[src/rtl/ccsds123_stim_gen.sv]
// CCSDS-123 test-image stimulus generator: streams one NX*NY*NZ image in BIP order over AXI-Stream.
// Optional running checksum output is enabled with `define CCSDS123_STIM_CHECKSUM_EN.
module ccsds123_stim_gen #(
  parameter int unsigned D    = 16,
  parameter int unsigned NX   = 4,
  parameter int unsigned NY   = 4,
  parameter int unsigned NZ   = 16,
  parameter logic [15:0] SEED = 16'hACE1
) (
  input  logic         clk,
  input  logic         areset,
  input  logic         start,
  input  logic [1:0]   pattern_sel,
  input  logic [1:0]   throttle,
  output logic [D-1:0] m_axis_tdata,
  output logic         m_axis_tvalid,
  input  logic         m_axis_tready,
  output logic         m_axis_tuser,
  output logic         m_axis_tlast,
  output logic         busy,
  output logic         done
`ifdef CCSDS123_STIM_CHECKSUM_EN
  ,
  output logic [31:0]  checksum
`endif
);

  localparam int unsigned N  = NX * NY * NZ;
  localparam int unsigned IW = (N > 1) ? $clog2(N) : 1;
  localparam int unsigned XW = (NX > 1) ? $clog2(NX) : 1;
  localparam int unsigned YW = (NY > 1) ? $clog2(NY) : 1;
  localparam int unsigned ZW = (NZ > 1) ? $clog2(NZ) : 1;

  typedef enum logic [1:0] {ST_IDLE, ST_RUN, ST_DONE} state_t;

  state_t         state_q, state_d;
  logic [1:0]     pat_q, pat_d;
  logic [1:0]     thr_q, thr_d;
  logic [IW-1:0]  idx_q, idx_d;
  logic [XW-1:0]  x_q, x_d;
  logic [YW-1:0]  y_q, y_d;
  logic [ZW-1:0]  z_q, z_d;
  logic [15:0]    dlfsr_q, dlfsr_d;
  logic [15:0]    glfsr_q, glfsr_d;
  logic [D-1:0]   tdata_d;
  logic           tvalid_d, tuser_d, tlast_d, busy_d, done_d;
  logic           hs, eligible;

  // Fibonacci x^16+x^14+x^13+x^11+1, right-shifting form
  function automatic logic [15:0] lfsr_step(input logic [15:0] l);
    return {l[0] ^ l[2] ^ l[3] ^ l[5], l[15:1]};
  endfunction

  function automatic logic [D-1:0] beat_data(input logic [1:0] pat, input logic [IW-1:0] idx,
                                             input logic px, input logic py, input logic pz,
                                             input logic [15:0] l);
    case (pat)
      2'd0:    return D'(idx);
      2'd1:    return {D{1'b1}};
      2'd2:    return D'(l);
      default: return (px ^ py ^ pz) ? {D{1'b1}} : {D{1'b0}};
    endcase
  endfunction

  assign hs = m_axis_tvalid & m_axis_tready;

  always_comb begin
    case (thr_q)
      2'd0:    eligible = 1'b1;
      2'd1:    eligible = glfsr_q[0];
      2'd2:    eligible = (glfsr_q[1:0] == 2'b00);
      default: eligible = (glfsr_q[2:0] == 3'b000);
    endcase
  end

  always_ff @(posedge clk or posedge areset) begin
    if (areset) begin
      state_q       <= ST_IDLE;
      pat_q         <= '0;
      thr_q         <= '0;
      idx_q         <= '0;
      x_q           <= '0;
      y_q           <= '0;
      z_q           <= '0;
      dlfsr_q       <= SEED;
      glfsr_q       <= SEED;
      m_axis_tdata  <= '0;
      m_axis_tvalid <= 1'b0;
      m_axis_tuser  <= 1'b0;
      m_axis_tlast  <= 1'b0;
      busy          <= 1'b0;
      done          <= 1'b0;
    end else begin
      state_q       <= state_d;
      pat_q         <= pat_d;
      thr_q         <= thr_d;
      idx_q         <= idx_d;
      x_q           <= x_d;
      y_q           <= y_d;
      z_q           <= z_d;
      dlfsr_q       <= dlfsr_d;
      glfsr_q       <= glfsr_d;
      m_axis_tdata  <= tdata_d;
      m_axis_tvalid <= tvalid_d;
      m_axis_tuser  <= tuser_d;
      m_axis_tlast  <= tlast_d;
      busy          <= busy_d;
      done          <= done_d;
    end
  end

  // Counters and data LFSR always describe the beat currently presented (or next to present);
  // on a handshake the next beat is built from the advanced values so there are no bubbles.
  always_comb begin
    state_d  = state_q;
    pat_d    = pat_q;
    thr_d    = thr_q;
    idx_d    = idx_q;
    x_d      = x_q;
    y_d      = y_q;
    z_d      = z_q;
    dlfsr_d  = dlfsr_q;
    glfsr_d  = glfsr_q;
    tdata_d  = m_axis_tdata;
    tvalid_d = m_axis_tvalid;
    tuser_d  = m_axis_tuser;
    tlast_d  = m_axis_tlast;

    unique case (state_q)
      ST_IDLE: begin
        tvalid_d = 1'b0;
        if (start) begin
          state_d = ST_RUN;
          pat_d   = pattern_sel;
          thr_d   = throttle;
          idx_d   = '0;
          x_d     = '0;
          y_d     = '0;
          z_d     = '0;
          dlfsr_d = SEED;
          glfsr_d = SEED;
        end
      end
      ST_RUN: begin
        glfsr_d = lfsr_step(glfsr_q);
        if (hs) begin
          idx_d   = (idx_q == IW'(N - 1)) ? '0 : idx_q + IW'(1);
          dlfsr_d = lfsr_step(dlfsr_q);
          if (z_q == ZW'(NZ - 1)) begin
            z_d = '0;
            if (x_q == XW'(NX - 1)) begin
              x_d = '0;
              y_d = (y_q == YW'(NY - 1)) ? '0 : y_q + YW'(1);
            end else begin
              x_d = x_q + XW'(1);
            end
          end else begin
            z_d = z_q + ZW'(1);
          end
        end
        if (hs && m_axis_tlast) begin
          state_d  = ST_DONE;
          tvalid_d = 1'b0;
          tuser_d  = 1'b0;
          tlast_d  = 1'b0;
        end else if (!m_axis_tvalid || hs) begin
          tvalid_d = eligible;
          if (eligible) begin
            tdata_d = beat_data(pat_q, idx_d, x_d[0], y_d[0], z_d[0], dlfsr_d);
            tuser_d = (idx_d == '0);
            tlast_d = (idx_d == IW'(N - 1));
          end
        end
      end
      ST_DONE: begin
        tvalid_d = 1'b0;
        state_d  = ST_IDLE;
      end
      default: state_d = ST_IDLE;
    endcase

    busy_d = (state_d != ST_IDLE);
    done_d = (state_d == ST_DONE);
  end

`ifdef CCSDS123_STIM_CHECKSUM_EN
  // Running sum of accepted samples for the current image
  always_ff @(posedge clk or posedge areset) begin
    if (areset) begin
      checksum <= '0;
    end else if (state_q == ST_IDLE && start) begin
      checksum <= '0;
    end else if (state_q == ST_RUN && hs) begin
      checksum <= checksum + 32'(m_axis_tdata);
    end
  end
`endif

endmodule

[config.mk]
export PLATFORM = sky130hd
export DESIGN_NAME = ccsds123_stim_gen
export DESIGN_NICKNAME = d
export VERILOG_FILES = /design/src/rtl/ccsds123_stim_gen.sv
export SDC_FILE = /design/constraint.sdc
export NUM_CORES = 1
export LEC_CHECK = 0
export CORE_ASPECT_RATIO = 1.75
export CORE_MARGIN = 5
export CORE_UTILIZATION = 55
export CTS_CLUSTER_DIAMETER = 200
export CTS_CLUSTER_SIZE = 12
export DETAILED_ROUTE_END_ITERATION = 10
export PLACE_DENSITY = 0.75
export SYNTH_ARGS = -nofsm -noshare
export SYNTH_HDL_FRONTEND = slang
export SYNTH_SLANG_ARGS = --single-unit
[constraint.sdc]
create_clock -name clk -period 4.5 [get_ports clk]
set_input_delay 1.35 -clock clk [delete_from_list [all_inputs] [get_ports clk]]
set_output_delay 1.35 -clock clk [all_outputs]
set_load 0.01 [all_outputs]
==> results of run 1 <==
cells by family (layout without fill, tap and decap cells):
group / after synthesis / count (layout) / share of synthesized area (%)
AOI/OAI and AO/OA: 115 / 115 / 21.9
xor gates and xnor gates: 15 / 15 / 3.28
adders and majority gates: 4 / 4 / 1.25
buffers and inverters: 34 / 60 / 3.72
DFF: 75 / 75 / 47.4
muxes: 20 / 20 / 5.78
and+or+nand+nor: 133 / 133 / 16.7
cell usage in the layout (no fill, tap or decap), types with 10 or more instances in the layout:
master and n:
a22o_1 20, nor3_1 16, nor2_1 38, a31oi_1 11
clkdlybuf4s50_1 28, o21ai_0 24, nand2_1 36, mux2i_1 13
dfstp_2 16, dfrtp_1 59, a21oi_1 10, o22a_1 16
final cells by class:
class	instances	area, µm²	area share (%)
repair buffers	37	348	7.51
multi-input cells	287	1960	42.3
flip-flops and latches	75	1900	41.0
clock buffers	11	243	5.24
inverters	7	26.3	0.567
well taps	86	108	2.32
clock inverters	5	52.6	1.13
synth_stat cells, types with 3 or more instances:
cell type and count:
mux2_2 5, inv_1 7, dfstp_2 16, clkbuf_1 17, o21ai_0 24, mux2i_1 13
ha_1 4, and3_1 4, and2_1 3, nand4_1 5, a21oi_1 10, a2111oi_2 6
nand2b_1 6, a22o_1 20, dfrtp_1 59, nor2b_1 3, nand2_1 36, nor2_1 38
xnor2_1 9, buf_2 7, o22a_1 16, o31ai_1 6, xor2_1 6, a31oi_1 11
nand3_1 5, nor3_1 16, nor4_1 4
worst max-delay path, stage by stage:
cell and delay [ns]:
clkdlybuf4s50_1 0.62, nand2_2 0.25, buf_4 0.27, or3_1 0.47, or3_4 0.38, and2_4 0.17
o31ai_2 0.23
flip-flops by register name (all words and copies together) (netlist names):
name           flops
busy               1
m_axis_tuser       1
z_q                4
glfsr_q           16
y_q                2
m_axis_tdata      16
dlfsr_q           16
state_q            2
m_axis_tvalid      1
thr_q              2
pat_q              2
m_axis_tlast       1
done               1
idx_q              8
x_q                2
power groups by stage:
| stage | combinational [W] | sequential [W] | clock [W] |
|---|---|---|---|
| final | 0.00122 | 0.00127 | 0.000708 |
| after global placement | 0.00119 | 0.00126 | 0 |
| after CTS | 0.00122 | 0.00127 | 0.000716 |
| after floorplan | 0.000891 | 0.00121 | 0 |
| after global routing | 0.00133 | 0.00132 | 0.000747 |
| after detailed placement | 0.00121 | 0.00128 | 0 |
how the worst max path moves through the flow:
stage | cells after the start | to | start
3_3_place_gp | 7 | m_axis_tlast | m_axis_tready
4_1_cts | 6 | m_axis_tdata[1] | m_axis_tready
5_1_grt | 6 | m_axis_tdata[6] | m_axis_tready
2_1_floorplan | 1 | busy | areset
6_report | 7 | m_axis_tlast | m_axis_tready
3_5_place_dp | 7 | m_axis_tlast | m_axis_tready
stage by stage:
stage          worst slack [ns]  std cells  total power (W)  util (%)  hold WS, ns
2_1_floorplan              1.27        396          0.00210         -        0.462
3_3_place_gp              0.720        492          0.00245      60.4        0.467
3_5_place_dp              0.630        492          0.00249      60.4        0.486
4_1_cts                   0.992        508          0.00321      64.5        0.501
5_1_grt                   0.867        508          0.00339      64.5        0.518
6_report                  0.982        508          0.00320      64.5        0.502
metal layers:
layer / vias up / global-route usage (%) / routed length (µm)
met5: - / 0 / 0
met4: 0 / 11.6 / 225
met3: 20 / 4.26 / 460
met2: 120 / 36.2 / 4770
met1: 1587 / 27.3 / 3810
li1: 1508 / - / -
==> flow_metrics.py, run 1 <==
metrics = {
    "place": {
        "dp_hpwl_um": 6550,
        "place_area_um2": 4340,
        "gp_congestion": 0.971,
        "io_buffers": 28,
    },
    "clock_network": {
        "clkSinkCount": 75,
        "postCtsSetupBuffers": 0,
        "postCtsHoldBufs": 0,
        "htree_levels": 3,
        "cts_tree": "built",
        "clk_pin_slew_ns": 0.06,
        "cts_resized": 0,
        "cts_buffer_depth": 2,
        "clk_latency_ns": 0.34,
        "cts_buffers": 9,
        "root_buffer": "clkbuf_16",
    },
    "power_and_ir_drop": {
        "power_frac_comb_pct": 38.1,
        "p_int_w": 0.00204,
        "power_frac_clock_pct": 22.1,
        "p_sw_share_pct": 36.2,
        "p_leak_nw": 1.88,
        "ir_worst_vdd_uv": 356,
        "cellPowerDensity_nw_per_um2": 692,
        "p_seq_share_pct": 39.8,
        "p_sw_w": 0.00116,
    },
    "logic_synthesis": {
        "ys_warn_count": 0,
        "synth-main-ff-cell": "dfrtp_1",
        "ys_async_sr_fraction_pct": 100,
        "synth_cells": 396,
        "synth_top_area_cell": "dfrtp_1",
        "synth_fp_nets": 408,
        "ys_types": 59,
        "avgSynthCellArea_um2": 10.1,
        "synth.area.top_cells": "dfrtp_1 (37%), dfstp_2 (11%), a22o_1 (4.4%), nor2_1 (3.6%), o22a_1 (3.5%)",
        "synthDominantCellAreaShare_pct": 36.9,
        "synth.ff_latch_count": 75,
        "synth_area_um2": 4000,
        "yosysSeqAreaShare_pct": 47.4,
        "synth-edff-count": 0,
    },
    "grt": {
        "grt_antenna_before_repair": 0,
        "grt_use_total_pct": 22.2,
        "grt_pass1_wl_um": 15600,
        "grt_max_degree": 28,
        "grt_pass1_vias": 3171,
        "gr-total-overflow": 0,
    },
    "flow_run": {
        "drv_cap": 0,
    },
    "worst_hold_path": {
        "hold_class": "reg2reg",
        "whs_path_depth": 1,
        "worstHoldStart": "glfsr_q[12]",
        "hold_end": "glfsr_q[11]",
    },
    "floorplan": {
        "io_pins": 29,
        "core_um2": 7180,
        "die_area_um2": 9150,
        "die_w_um": 74.5,
        "die_y_um": 123,
        "start_util_pct": 55.7,
        "rows": 41,
    },
    "timing": {
        "maxSlewHeadroom_pct": 33.3,
        "setup_viol": 0,
        "drv_slew": 0,
        "worst_slew_pin_slew_ns": 0.998,
        "timing.setup.tns_ns": 0,
        "layout_min_cycle_time_ns": 3.52,
        "max_freq_mhz": 284,
        "rsz0062_at_grt": "no",
        "clock-skew-final_ns": 0.00917,
        "final_hold_viol_count": 0,
        "period_share_pct": 78.2,
    },
    "route": {
        "vias": 3235,
        "drt_wl_total_um": 9260,
        "drtIter0Drc": 347,
        "drt_pass1_iterations": 5,
        "wire_per_inst_um": 18.2,
        "vias_per_cell": 6.37,
        "drc_errors": 0,
        "ant_nets": 0,
    },
    "finish": {
        "num-fill-cells": 609,
        "antenna_cells": 0,
        "layout.nets": 429,
        "drive_gt1_share_pct": 15.6,
        "postLayoutCellArea_um2": 4630,
        "area_delta_synth_final_pct": 15.7,
    },
    "setup_path": {
        "worstPathRequired_ns": 4.74,
        "ff2ff_setup_slack_ns": 1.88,
        "critPathLaunchType": "input pin",
        "r2r_cells": 5,
        "crit_fanout": 13,
        "path_class": "in2reg",
        "worstPathArrival_ns": 3.76,
        "r2r_start": "state_q[1]",
        "cp-end-kind": "flop",
        "r2r_end": "m_axis_tdata[6]",
    },
    "run_status": {
        "status": "finished, final reports clean",
    },
}
Note: power is estimated with default switching activity, not from simulation.
==> run 2, diff against run 1 <==
- clock period: 4.5 -> 3.4 ns (I/O delays scaled with it)
==> flow_metrics.py, run 2 (same netlist as run 1, synthesis figures left out) <==
metrics = {
    "place": {
        "dp_hpwl_um": 6900,
        "io_buffers": 28,
        "gp_congestion": 0.885,
        "place_area_um2": 4420,
        "dpl_worst_slack_ns": -0.0145,
    },
    "finish": {
        "mostFrequentLayoutCells": "dfrtp_1 (59), nor2_1 (38), nand2_1 (36), clkdlybuf4s50_1 (28), o21ai_0 (24)",
        "area_delta_synth_final_pct": 17.3,
        "postLayoutCellArea_um2": 4700,
        "layout.nets": 439,
        "drive_gt1_share_pct": 17.1,
        "num-fill-cells": 566,
        "antenna_cells": 0,
        "reg_top3": "dlfsr_q (16), glfsr_q (16), m_axis_tdata (16)",
        "final_common_cell": "dfrtp_1",
        "multi_input_area_um2": 1960,
        "seq_area_um2": 1900,
    },
    "power_and_ir_drop": {
        "cellPowerDensity_nw_per_um2": 905,
        "p_leak_nw": 1.92,
        "p_total_w": 0.00425,
        "ir_worst_vdd_uv": 519,
    },
    "floorplan": {
        "io_pins": 29,
        "die_area_um2": 9150,
        "die_w_um": 74.5,
        "core_um2": 7180,
        "rows": 41,
        "die_y_um": 123,
        "start_util_pct": 55.7,
    },
    "timing": {
        "maxSlewHeadroom_pct": 52.5,
        "clock-skew-final_ns": 0.00745,
        "whs_ns": 0.483,
        "setup_slack_ns": 0.327,
        "timing.setup.tns_ns": 0,
        "setup_viol": 0,
        "max_freq_mhz": 325,
        "worst_slew_pin_slew_ns": 0.713,
        "rsz0062_at_grt": "no",
        "period_share_pct": 90.4,
        "layout_min_cycle_time_ns": 3.07,
        "drv_slew": 0,
        "final_hold_viol_count": 0,
    },
    "setup_path": {
        "cp-end-kind": "flop",
        "path_class": "in2reg",
        "worstPathRequired_ns": 3.64,
        "crit_path_end": "m_axis_tdata[15]",
        "r2r_end": "m_axis_tdata[15]",
        "worstPathArrival_ns": 3.31,
        "crit_path_cell_trace": "clkdlybuf4s50_1 -> and2_1 -> nand3_1 -> mux4_2 -> buf_4 -> mux2i_1 -> o211ai_1",
        "r2r_start": "z_q[0]",
        "crit_fanout": 11,
        "critPathLaunchType": "input pin",
        "max_stage_delay_ns": 0.66,
        "critical-path-slowest-cell": "mux4_2",
        "ff2ff_setup_slack_ns": 1.00,
        "startpoint": "m_axis_tready",
        "r2r_cells": 7,
    },
    "route": {
        "drt_wl_total_um": 9720,
        "vias_per_cell": 6.22,
        "drt_pass1_iterations": 7,
        "vias": 3223,
        "wire_per_inst_um": 18.8,
        "drc_errors": 0,
        "ant_nets": 0,
        "drtIter0Drc": 354,
    },
    "grt": {
        "grt_pass1_vias": 3289,
        "gr-total-overflow": 0,
        "grt_pass1_wl_um": 16600,
        "grt_max_degree": 76,
        "grt_use_total_pct": 24.0,
        "grt_antenna_before_repair": 0,
    },
    "clock_network": {
        "cts_buffer_depth": 2,
        "postCtsHoldBufs": 0,
        "htree_levels": 3,
        "cts_buffers": 9,
        "cts_resized": 0,
        "postCtsSetupBuffers": 0,
        "cts_tree": "built",
        "clkSinkCount": 75,
        "root_buffer": "clkbuf_16",
        "clk_pin_slew_ns": 0.06,
        "clk_latency_ns": 0.34,
    },
    "flow_run": {
        "drv_cap": 0,
    },
    "worst_hold_path": {
        "hold_class": "reg2reg",
    },
    "run_status": {
        "status": "finished, final reports clean",
    },
}
[run 2: changes by cell type in the layout (fill, tap and decap cells not counted)]
cell	previous run	this run
bufinv_16	1	0
clkbuf_1	1	3
clkinvlp_4	1	0
buf_4	9	18
buf_12	0	1
clkinv_2	3	2
clkbuf_8	1	2
[run 2: area by class of cell]
type	count	area share, %
sequential	75	40.4
tap	86	2.29
timing repair buffer	47	9.27
inverter	7	0.559
clock inverter	2	0.213
clock buffer	14	5.62
multi-input combinational	287	41.7
[run 2: worst min-delay path by stage]
stage,from,endpoint,slack (ns),depth (start not counted)
6_report,m_axis_tuser,m_axis_tuser,0.48,2
5_1_grt,glfsr_q[12],glfsr_q[11],0.52,1
4_1_cts,m_axis_tuser,m_axis_tuser,0.49,2
3_5_place_dp,m_axis_tuser,m_axis_tuser,0.48,2
3_3_place_gp,m_axis_tuser,m_axis_tuser,0.47,2
2_1_floorplan,glfsr_q[12],glfsr_q[11],0.46,1
[run 2: where the power goes]
group / internal [W] / total [W] / switching (W)
Clock: 0.000532 / 0.000874 / 0.000342
Sequential: 0.00132 / 0.00169 / 0.000369
Combinational: 0.000842 / 0.00168 / 0.000840
Total: 0.00270 / 0.00425 / 0.00155
[run 2: metal layers]
metal / wire length (µm) / global-route usage (%) / vias to the layer above
li1: - / - / 1527
met1: 3900 / 28.9 / 1605
met2: 5240 / 40.8 / 70
met3: 356 / 5.08 / 21
met4: 226 / 9.58 / 0
met5: 0 / 0 / -
[run 2: stage by stage]
step	instances	utilization, %
after floorplan	396	-
after global placement	502	61.6
after detailed placement	502	61.6
after CTS	518	65.4
after global routing	518	65.4
final	518	65.4
[run 2: worst max-delay path: cells and delay by family]
kind	cells	cell delay [ns]
buffers and inverters	2	0.87
multiplexers	2	0.78
AO/OA/AOI/OAI	1	0.23
AND/OR/NAND/NOR	2	0.41
==> run 3, diff against run 2 <==
- CELL_PAD_IN_SITES_DETAIL_PLACEMENT: unset -> 0
- CELL_PAD_IN_SITES_GLOBAL_PLACEMENT: unset -> 1
- CORE_UTILIZATION: 55 -> 46
- PLACE_DENSITY: 0.75 -> unset
- PLACE_DENSITY_LB_ADDON: unset -> 0.1
- SLEW_MARGIN: unset -> 20
==> flow_metrics.py, run 3 (same netlist as run 1, synthesis figures left out) <==
metrics = {
    "floorplan": {
        "die_w_um": 80.5,
        "rows": 45,
        "io_pins": 29,
        "core_um2": 8610,
        "die_area_um2": 10700,
        "start_util_pct": 46.5,
        "die_y_um": 133,
    },
    "grt": {
        "grt_pass1_vias": 3193,
        "grt_antenna_before_repair": 0,
        "grt_use_total_pct": 19.7,
        "grt_max_degree": 76,
        "grt_pass1_wl_um": 16400,
        "gr-total-overflow": 0,
    },
    "timing": {
        "worst_slew_pin_slew_ns": 0.804,
        "final_hold_viol_count": 0,
        "clock-skew-final_ns": 0.00719,
        "setup_viol": 0,
        "maxSlewHeadroom_pct": 46.4,
        "rsz0062_at_grt": "no",
        "layout_min_cycle_time_ns": 2.84,
        "period_share_pct": 83.5,
        "drv_slew": 0,
        "timing.setup.tns_ns": 0,
        "max_freq_mhz": 352,
    },
    "finish": {
        "area_delta_synth_final_pct": 19.7,
        "final_common_cell": "dfrtp_1",
        "mostFrequentLayoutCells": "dfrtp_1 (59), nor2_1 (38), nand2_1 (36), clkdlybuf4s50_1 (28), o21ai_0 (24)",
        "num-fill-cells": 809,
        "antenna_cells": 0,
        "drive_gt1_share_pct": 18.2,
        "layout.nets": 441,
        "reg_top3": "dlfsr_q (16), glfsr_q (16), m_axis_tdata (16)",
        "multi_input_area_um2": 1960,
        "seq_area_um2": 1900,
    },
    "clock_network": {
        "root_buffer": "clkbuf_16",
        "cts_resized": 0,
        "clk_latency_ns": 0.33,
        "htree_levels": 3,
        "cts_buffer_depth": 2,
        "postCtsHoldBufs": 0,
        "clkSinkCount": 75,
        "clk_pin_slew_ns": 0.05,
        "cts_tree": "built",
        "cts_buffers": 9,
        "postCtsSetupBuffers": 0,
    },
    "route": {
        "vias": 3165,
        "vias_per_cell": 5.74,
        "ant_nets": 0,
        "drtIter0Drc": 170,
        "wire_per_inst_um": 17.6,
        "drc_errors": 0,
        "drt_pass1_iterations": 4,
        "drt_wl_total_um": 9700,
    },
    "setup_path": {
        "cp-end-kind": "flop",
        "ff2ff_setup_slack_ns": 1.04,
        "crit_path_end": "m_axis_tdata[1]",
        "path_class": "in2reg",
        "crit_fanout": 11,
        "r2r_start": "z_q[0]",
        "r2r_end": "m_axis_tdata[14]",
        "critPathLaunchType": "input pin",
        "worstPathArrival_ns": 3.04,
        "startpoint": "m_axis_tready",
        "worstPathRequired_ns": 3.60,
        "r2r_cells": 6,
    },
    "flow_run": {
        "drv_cap": 0,
    },
    "power_and_ir_drop": {
        "ir_worst_vdd_uv": 593,
        "p_leak_nw": 1.95,
        "cellPowerDensity_nw_per_um2": 899,
        "p_total_w": 0.00430,
    },
    "place": {
        "gp_congestion": 0.870,
        "io_buffers": 28,
        "dp_hpwl_um": 6850,
    },
    "worst_hold_path": {
        "hold_class": "reg2reg",
        "whs_path_depth": 2,
    },
    "run_status": {
        "status": "finished, final reports clean",
    },
}
-- run 3: cell types whose count changed in the layout (fill, tap and decap cells not counted) --
cell,delta
bufinv_16,+1
buf_4,+2
clkbuf_8,+1
clkinvlp_4,+1
clkbuf_1,-3
-- run 3: metal layers --
layer | part of all wire (%) | wire length (µm) | GRT usage [%]
met1 | 42 | 4100 | 24.2
met2 | 53 | 5140 | 34.1
met3 | 2.8 | 272 | 3.25
met4 | 2.0 | 191 | 7.42
met5 | 0 | 0 | 0
-- run 3: through the flow --
stage | hold slack (ns) | setup slack [ns] | util, % | cells | instance area (µm²)
final | 0.480 | 0.561 | 55.6 | 551 | 4790
after global routing | 0.517 | 0.457 | 55.6 | 551 | 4790
after CTS | 0.490 | 0.568 | 55.6 | 551 | 4790
after detailed placement | 0.477 | 0.211 | 52.0 | 535 | 4480
after global placement | 0.478 | 0.258 | 52.0 | 535 | 4480
after floorplan | 0.462 | 0.497 | - | 396 | 4000
-- run 3: how the worst min path moves through the flow --
stage,start,to
6_report,m_axis_tuser,m_axis_tuser
5_1_grt,m_axis_tuser,m_axis_tuser
4_1_cts,m_axis_tuser,m_axis_tuser
3_5_place_dp,m_axis_tuser,m_axis_tuser
3_3_place_gp,glfsr_q[14],glfsr_q[13]
2_1_floorplan,glfsr_q[12],glfsr_q[11]
-- run 3: final cells by class --
class	instances	share of cell area, %
multi-input combinational	287	40.8
clock inverter	4	0.992
clock buffer	12	5.56
sequential	75	39.6
tap	117	3.06
inverter	7	0.548
timing repair buffer	49	9.40
-- run 3: where the power goes --
group / leakage (nW) / switching (W) / internal (W)
clock: 0.155 / 0.000354 / 0.000625
sequential: 0.877 / 0.000356 / 0.00132
combinational: 0.922 / 0.000822 / 0.000825
-- run 3: critical path, cell delays in order --
cell,delay [ns]
clkdlybuf4s50_1,0.54
nand2_2,0.13
a211oi_1,0.24
mux4_2,0.53
mux2i_4,0.44
a31oi_1,0.13
